## config.mk

```make
export PLATFORM = sky130hd
export DESIGN_NAME = alu_issue_ctrl
export DESIGN_NICKNAME = d
export VERILOG_FILES = /design/src/rtl/alu_issue_ctrl_pkg.sv /design/src/rtl/alu_regfile.sv /design/src/rtl/alu_issue_ctrl.sv
export SDC_FILE = /design/constraint.sdc
export NUM_CORES = 1
export LEC_CHECK = 0
export ABC_AREA = 1
export BUFFER_PORTS_ARGS = -buffer_cell sky130_fd_sc_hd__buf_2
export CAP_MARGIN = 20
export CORE_MARGIN = 2
export CORE_UTILIZATION = 40
export DETAILED_ROUTE_END_ITERATION = 10
export PLACE_DENSITY = 0.58
export SYNTH_ARGS = -nofsm -noshare
export SYNTH_HDL_FRONTEND = slang
export SYNTH_SLANG_ARGS = --single-unit
export TNS_END_PERCENT = 1
```

## constraint.sdc

```tcl
create_clock -name clk -period 2 [get_ports clk]
set_input_delay 0 -clock clk [delete_from_list [all_inputs] [get_ports clk]]
set_output_delay 0 -clock clk [all_outputs]
set_load 0.005 [all_outputs]
```

## src/rtl/alu_issue_ctrl_pkg.sv

```systemverilog
// Shared opcodes, FSM encoding and instruction layout for the 4-bit ALU issue controller.
package alu_issue_ctrl_pkg;

   localparam int DATA_W_DEF  = 4;
   localparam int ADDR_W_DEF  = 2;
   localparam int REG_CNT_DEF = 4;

   localparam logic [1:0] OP_AND = 2'b00;
   localparam logic [1:0] OP_ORR = 2'b01;
   localparam logic [1:0] OP_XOR = 2'b10;
   localparam logic [1:0] OP_ADD = 2'b11;

   localparam int INSTR_W = 8;
   localparam int OP_LSB  = 6;
   localparam int RD_LSB  = 4;
   localparam int RS1_LSB = 2;
   localparam int RS2_LSB = 0;

   typedef enum logic [1:0] {
      ST_IDLE = 2'd0,
      ST_READ = 2'd1,
      ST_EXEC = 2'd2,
      ST_WB   = 2'd3
   } state_e;

   typedef struct packed {
      logic [1:0] op;
      logic [1:0] rd;
      logic [1:0] rs1;
      logic [1:0] rs2;
   } instr_t;

   // Enable vector bit order matches the opcode value: {add, xor, orr, and}.
   function automatic logic [3:0] op_to_en(input logic [1:0] op);
      logic [3:0] en;
      en = 4'b0000;
      case (op)
         OP_AND:  en = 4'b0001;
         OP_ORR:  en = 4'b0010;
         OP_XOR:  en = 4'b0100;
         OP_ADD:  en = 4'b1000;
         default: en = 4'b0000;
      endcase
      return en;
   endfunction

endpackage

```

## src/rtl/alu_regfile.sv

```systemverilog
// REG_CNT x DATA_W register file: one write port, three combinational read ports.
// Writes land at the clock edge; reads see them the following cycle.
module alu_regfile
   import alu_issue_ctrl_pkg::*;
#(
   parameter int DATA_W  = DATA_W_DEF,
   parameter int REG_CNT = REG_CNT_DEF,
   parameter int ADDR_W  = ADDR_W_DEF
) (
   input  logic              clk,
   input  logic              rst,
   input  logic              we_i,
   input  logic [ADDR_W-1:0] waddr_i,
   input  logic [DATA_W-1:0] wdata_i,
   input  logic [ADDR_W-1:0] raddr1_i,
   input  logic [ADDR_W-1:0] raddr2_i,
   input  logic [ADDR_W-1:0] dbg_addr_i,
   output logic [DATA_W-1:0] rdata1_o,
   output logic [DATA_W-1:0] rdata2_o,
   output logic [DATA_W-1:0] dbg_data_o
);

   logic [DATA_W-1:0] mem_q [REG_CNT];

   always_ff @(posedge clk) begin
      if (rst) begin
         for (int i = 0; i < REG_CNT; i++) begin
            mem_q[i] <= '0;
         end
      end else if (we_i) begin
         mem_q[waddr_i] <= wdata_i;
      end
   end

   assign rdata1_o   = mem_q[raddr1_i];
   assign rdata2_o   = mem_q[raddr2_i];
   assign dbg_data_o = mem_q[dbg_addr_i];

endmodule

```

## src/rtl/alu_issue_ctrl.sv

```systemverilog
// Issue/writeback controller for the AND/OR/XOR/ADD units: IDLE->READ->EXEC->WB, one instruction per 4 cycles.
// instr_ready is high only in IDLE with no register load pending; loads outside IDLE are ignored.
module alu_issue_ctrl
   import alu_issue_ctrl_pkg::*;
#(
   parameter int DATA_W  = DATA_W_DEF,
   parameter int REG_CNT = REG_CNT_DEF,
   parameter int ADDR_W  = ADDR_W_DEF
) (
   input  logic               clk,
   input  logic               rst,
   input  logic               instr_valid,
   output logic               instr_ready,
   input  logic [INSTR_W-1:0] instr,
   input  logic               ld_en,
   input  logic [ADDR_W-1:0]  ld_addr,
   input  logic [DATA_W-1:0]  ld_data,
   output logic [DATA_W-1:0]  Rd1,
   output logic [DATA_W-1:0]  Rd2,
   output logic               en_and,
   output logic               en_orr,
   output logic               en_xor,
   output logic               en_add,
   input  logic [DATA_W-1:0]  alu_result,
   output logic [DATA_W-1:0]  wb_data,
   output logic [ADDR_W-1:0]  wb_addr,
   output logic               done,
   input  logic [ADDR_W-1:0]  dbg_addr,
   output logic [DATA_W-1:0]  dbg_data
);

   state_e            state_q;
   logic [1:0]        op_q;
   logic [ADDR_W-1:0] rd_q;
   logic [ADDR_W-1:0] rs1_q;
   logic [ADDR_W-1:0] rs2_q;
   logic [DATA_W-1:0] rd1_q;
   logic [DATA_W-1:0] rd2_q;
   logic [DATA_W-1:0] res_q;
   logic [ADDR_W-1:0] wb_addr_q;
   logic [3:0]        en_q;
   logic              done_q;

   instr_t            instr_f;
   logic              accept;

   logic              rf_we_d;
   logic [ADDR_W-1:0] rf_waddr_d;
   logic [DATA_W-1:0] rf_wdata_d;
   logic [DATA_W-1:0] rf_rd1;
   logic [DATA_W-1:0] rf_rd2;

   assign instr_f     = instr_t'(instr);
   assign instr_ready = (state_q == ST_IDLE) && !ld_en;
   assign accept      = instr_valid && instr_ready;

   // Writeback owns the port in WB; a direct load only gets it while IDLE.
   always_comb begin
      rf_we_d    = 1'b0;
      rf_waddr_d = ld_addr;
      rf_wdata_d = ld_data;
      if (state_q == ST_WB) begin
         rf_we_d    = 1'b1;
         rf_waddr_d = wb_addr_q;
         rf_wdata_d = res_q;
      end else if (state_q == ST_IDLE && ld_en) begin
         rf_we_d    = 1'b1;
      end
   end

   alu_regfile #(
      .DATA_W  (DATA_W),
      .REG_CNT (REG_CNT),
      .ADDR_W  (ADDR_W)
   ) u_regfile (
      .clk        (clk),
      .rst        (rst),
      .we_i       (rf_we_d),
      .waddr_i    (rf_waddr_d),
      .wdata_i    (rf_wdata_d),
      .raddr1_i   (rs1_q),
      .raddr2_i   (rs2_q),
      .dbg_addr_i (dbg_addr),
      .rdata1_o   (rf_rd1),
      .rdata2_o   (rf_rd2),
      .dbg_data_o (dbg_data)
   );

   always_ff @(posedge clk) begin
      if (rst) begin
         state_q   <= ST_IDLE;
         op_q      <= '0;
         rd_q      <= '0;
         rs1_q     <= '0;
         rs2_q     <= '0;
         rd1_q     <= '0;
         rd2_q     <= '0;
         res_q     <= '0;
         wb_addr_q <= '0;
         en_q      <= '0;
         done_q    <= 1'b0;
      end else begin
         case (state_q)
            ST_IDLE: begin
               if (accept) begin
                  op_q    <= instr_f.op;
                  rd_q    <= instr_f.rd;
                  rs1_q   <= instr_f.rs1;
                  rs2_q   <= instr_f.rs2;
                  state_q <= ST_READ;
               end
            end
            ST_READ: begin
               rd1_q   <= rf_rd1;
               rd2_q   <= rf_rd2;
               en_q    <= op_to_en(op_q);
               state_q <= ST_EXEC;
            end
            ST_EXEC: begin
               en_q      <= '0;
               res_q     <= alu_result;
               wb_addr_q <= rd_q;
               done_q    <= 1'b1;
               state_q   <= ST_WB;
            end
            ST_WB: begin
               done_q  <= 1'b0;
               state_q <= ST_IDLE;
            end
            default: begin
               en_q    <= '0;
               done_q  <= 1'b0;
               state_q <= ST_IDLE;
            end
         endcase
      end
   end

   assign Rd1     = rd1_q;
   assign Rd2     = rd2_q;
   assign en_and  = en_q[0];
   assign en_orr  = en_q[1];
   assign en_xor  = en_q[2];
   assign en_add  = en_q[3];
   assign wb_data = res_q;
   assign wb_addr = wb_addr_q;
   assign done    = done_q;

   a_en_onehot: assert property (@(posedge clk) disable iff (rst) $onehot0(en_q));
   a_done_in_wb: assert property (@(posedge clk) disable iff (rst) done_q |-> (state_q == ST_WB));

endmodule
```

==> results by group <==
Synth
  – Yosys reg bits: 45
  – Cell Area, Synth: 2160 um^2
  – Yosys cell types: 22
  – Syn Inst Count: 282
  – Synth Warn #: 0
  – Mapped Nets: 311
  – Seq/Total Area, Yosys: 0.490
  – Syn_area_per_cell: 7.67 um^2
  – Post-synth EDFFs: 16
  – Post-synth ARST share: 0
  – Most used flip-flop cell after synthesis: dfxtp_1

Clocking
  – Worst-path clk slew: 0.08 ns
  – CTS max path bufs: 2
  – Setup bufs post-CTS: 0
  – Root buffer cell: clkbuf_8
  – CTS tree: done
  – H-tree depth: 2
  – Clock sinks: 45
  – Num CTS Buffers: 5
  – Skew-Pair Late Insertion Delay: 0.29 ns

Setup path
  – Worst-case reg-to-reg path depth: 5
  – Reg-to-reg endpoint: u_regfile.mem_q[1][2]
  – Most frequent CP cell: nand2_1
  – CP top delay family: adder cells
  – R2R setup slack: 0.20 ns
  – Max incr delay on CP: 0.42 ns
  – CP Buf/Inv Count: 1
  – Critical path data required time: 1.98 ns
  – Worst Path Max Fanout: 9
  – Slowest cell on crit path: ha_1
  – Critical-path cell list: ha_1, inv_6, a21oi_4, nand2_1, nand2_1
  – Launching point of the worst reg2reg path: state_q[0]
  – Critical path class: reg -> reg
  – Crit. End Element: register
  – Critical Path Source Type: register
  – Crit path DAT: 1.78 ns
  – Critical Path Start: state_q[0]

Min path
  – Hold EP: rs1_q[1]
  – Worst Hold Depth: 3
  – Hold Crit Class: in -> reg
  – HP Start: instr[3]

Global routing
  – Largest net degree at the start of global routing: 20
  – Vias in the first global route: 1780
  – Grt ovf: 0
  – GRT Total Usage: 0.171
  – Antenna violations before repair: 0
  – Wire length of the first global-routing pass: 8100 um

Flow run
  – Max Cap Viol: 0

Detailed routing
  – Initial DRC count: 61
  – Residual DRC: 0
  – Pre-antenna DRT Iters: 4
  – Routed via count: 1985
  – Vias per Instance: 4.83
  – Final wirelength: 5010 um
  – Routed Antenna Nets: 0
  – Avg WL per Cell: 12.2 um

Power
  – P per Cell Area: 1060 nW/um^2
  – Leak: 1.22 nW
  – VDD IR-drop max: 0.618 mV

STA
  – Slew margin rel.: 0.665
  – Worst Max-Slew Pin Slew: 0.500 ns
  – Final hold vios: 0
  – RSZ-0062 raised after global routing: no
  – Fmax: 557 MHz
  – Hold_ws: 0.0108 ns
  – Worst Clk Skew: 0.0107 ns
  – Final worst-path cycle share: 0.898
  – Fin crit period: 1.80 ns
  – Count of pins over their slew limit: 0
  – Setup TNS: 0 ns
  – Count of final setup violators: 0

Die
  – Num rows: 26
  – Die area: 6010 um^2
  – CORE AREA: 5170 um^2
  – Initial Util: 0.418
  – Die X: 77.5 um
  – Die Y: 77.5 um
  – I/O pin count: 48

Finish
  – Final Core Density: 0.512
  – Fraction of layout cells with a size suffix above 1: 0.185
  – Layout Area Growth over Synthesis: 22.5%
  – ANT cells: 0
  – Layout fillers: 521
  – Final layout net count: 369

Status
  – Status: finished, final reports clean

Placed design
  – Routability congestion estimate: 0.834
  – Post-DP HPWL: 3700 um
  – Port bufs: 47
-- synthesized netlist by cell type, drive strengths merged, types with 2 or more instances --
cell type | instances | area share
nand2 | 76 | 0.13
clkinv | 2 | 0.0035
edfxtp | 16 | 0.22
nor2 | 40 | 0.071
o21ai | 30 | 0.069
nand3 | 23 | 0.056
o22ai | 4 | 0.012
ha | 5 | 0.029
inv | 21 | 0.039
a21oi | 23 | 0.058
buf | 9 | 0.027
dfxtp | 29 | 0.27
-- layer usage --
metal  global-route usage  wire [um]
met5                    0          0
met4               0.0750        133
met3               0.0337        221
met2                0.289       2310
met1                0.211       2340
-- worst max-delay path by stage --
| stage | to | slack [ns] | cells past startpoint |
|---|---|---|---|
| finish | u_regfile.mem_q[1][2] | 0.20 | 5 |
| global route | u_regfile.mem_q[1][2] | 0.02 | 5 |
| CTS | u_regfile.mem_q[1][2] | 0.19 | 5 |
| detailed placement | u_regfile.mem_q[1][2] | 0.22 | 5 |
| global placement | u_regfile.mem_q[1][1] | 0.30 | 5 |
| floorplan | u_regfile.mem_q[3][0] | 0.42 | 7 |
-- worst register-to-register path, stage by stage, from the launching register on --
cell     delay, ns
dfxtp_1       0.36
ha_1          0.42
inv_6         0.08
a21oi_4       0.25
nand2_1       0.18
nand2_1       0.20
-- flip-flops by register name, indices dropped and copies added (netlist names) --
signal,flops
rs2_q,2
wb_addr,2
state_q,2
Rd1,4
rs1_q,2
en_q,4
wb_data,4
Rd2,4
done,1
op_q,2
u_regfile.mem_q,16
rd_q,2
-- layout make-up --
cell class | count | area (um^2) | area share
Clock buffer | 8 | 90.1 | 0.0340
Multi-Input combinational cell | 204 | 950 | 0.358
Tap cell | 70 | 87.6 | 0.0331
Inverter | 23 | 91.3 | 0.0345
Sequential cell | 45 | 1060 | 0.400
Timing Repair Buffer | 61 | 370 | 0.140
-- cells by family (layout without fill, tap and decap cells) --
family / count (synthesis) / after routing / share of synthesized area
buffers and inverters: 33 / 92 / 0.0706
AO/OA/AOI/OAI: 57 / 57 / 0.139
flip-flops: 45 / 45 / 0.490
AND/OR/NAND/NOR: 142 / 142 / 0.271
adder cells (fa/ha/maj): 5 / 5 / 0.0289
-- through the flow --
step           cells  area (um^2)  worst slack (ns)  power (mW)
2_1_floorplan    282         2160             0.417        1.91
3_3_place_gp     391         2440             0.298        2.23
3_5_place_dp     391         2440             0.224        2.23
4_1_cts          411         2650             0.195        2.83
5_1_grt          411         2650            0.0196        3.01
6_report         411         2650             0.205        2.80
-- cell usage in the layout, fill, tap and decap left out, drive strengths merged --
cell	synthesis	layout
nand2	76	76
buf	9	49
nor2	40	40
o21ai	30	30
dfxtp	29	29
nand3	23	23
a21oi	23	23
inv	21	21
edfxtp	16	16
dlygate4sd3	0	12
clkbuf	1	8
ha	5	5
o22ai	4	4
clkinv	2	2
nand3b	1	1
nor3	1	1
or2	1	1
-- timing repair --
item / CTS / global route
resized for setup: 0 / 0
endpoints found under the hold margin: 11 / 0
hold buffers: 12 / 0
-- report_power, final --
| group | internal [mW] | leakage, nW | total, mW | switching, mW |
|---|---|---|---|---|
| combinational | 0.360 | 0.768 | 0.897 | 0.537 |
| clock | 0.282 | 0.0455 | 0.575 | 0.292 |
| sequential | 1.17 | 0.404 | 1.33 | 0.158 |
No activity file was read; power rests on OpenSTA's default activity.
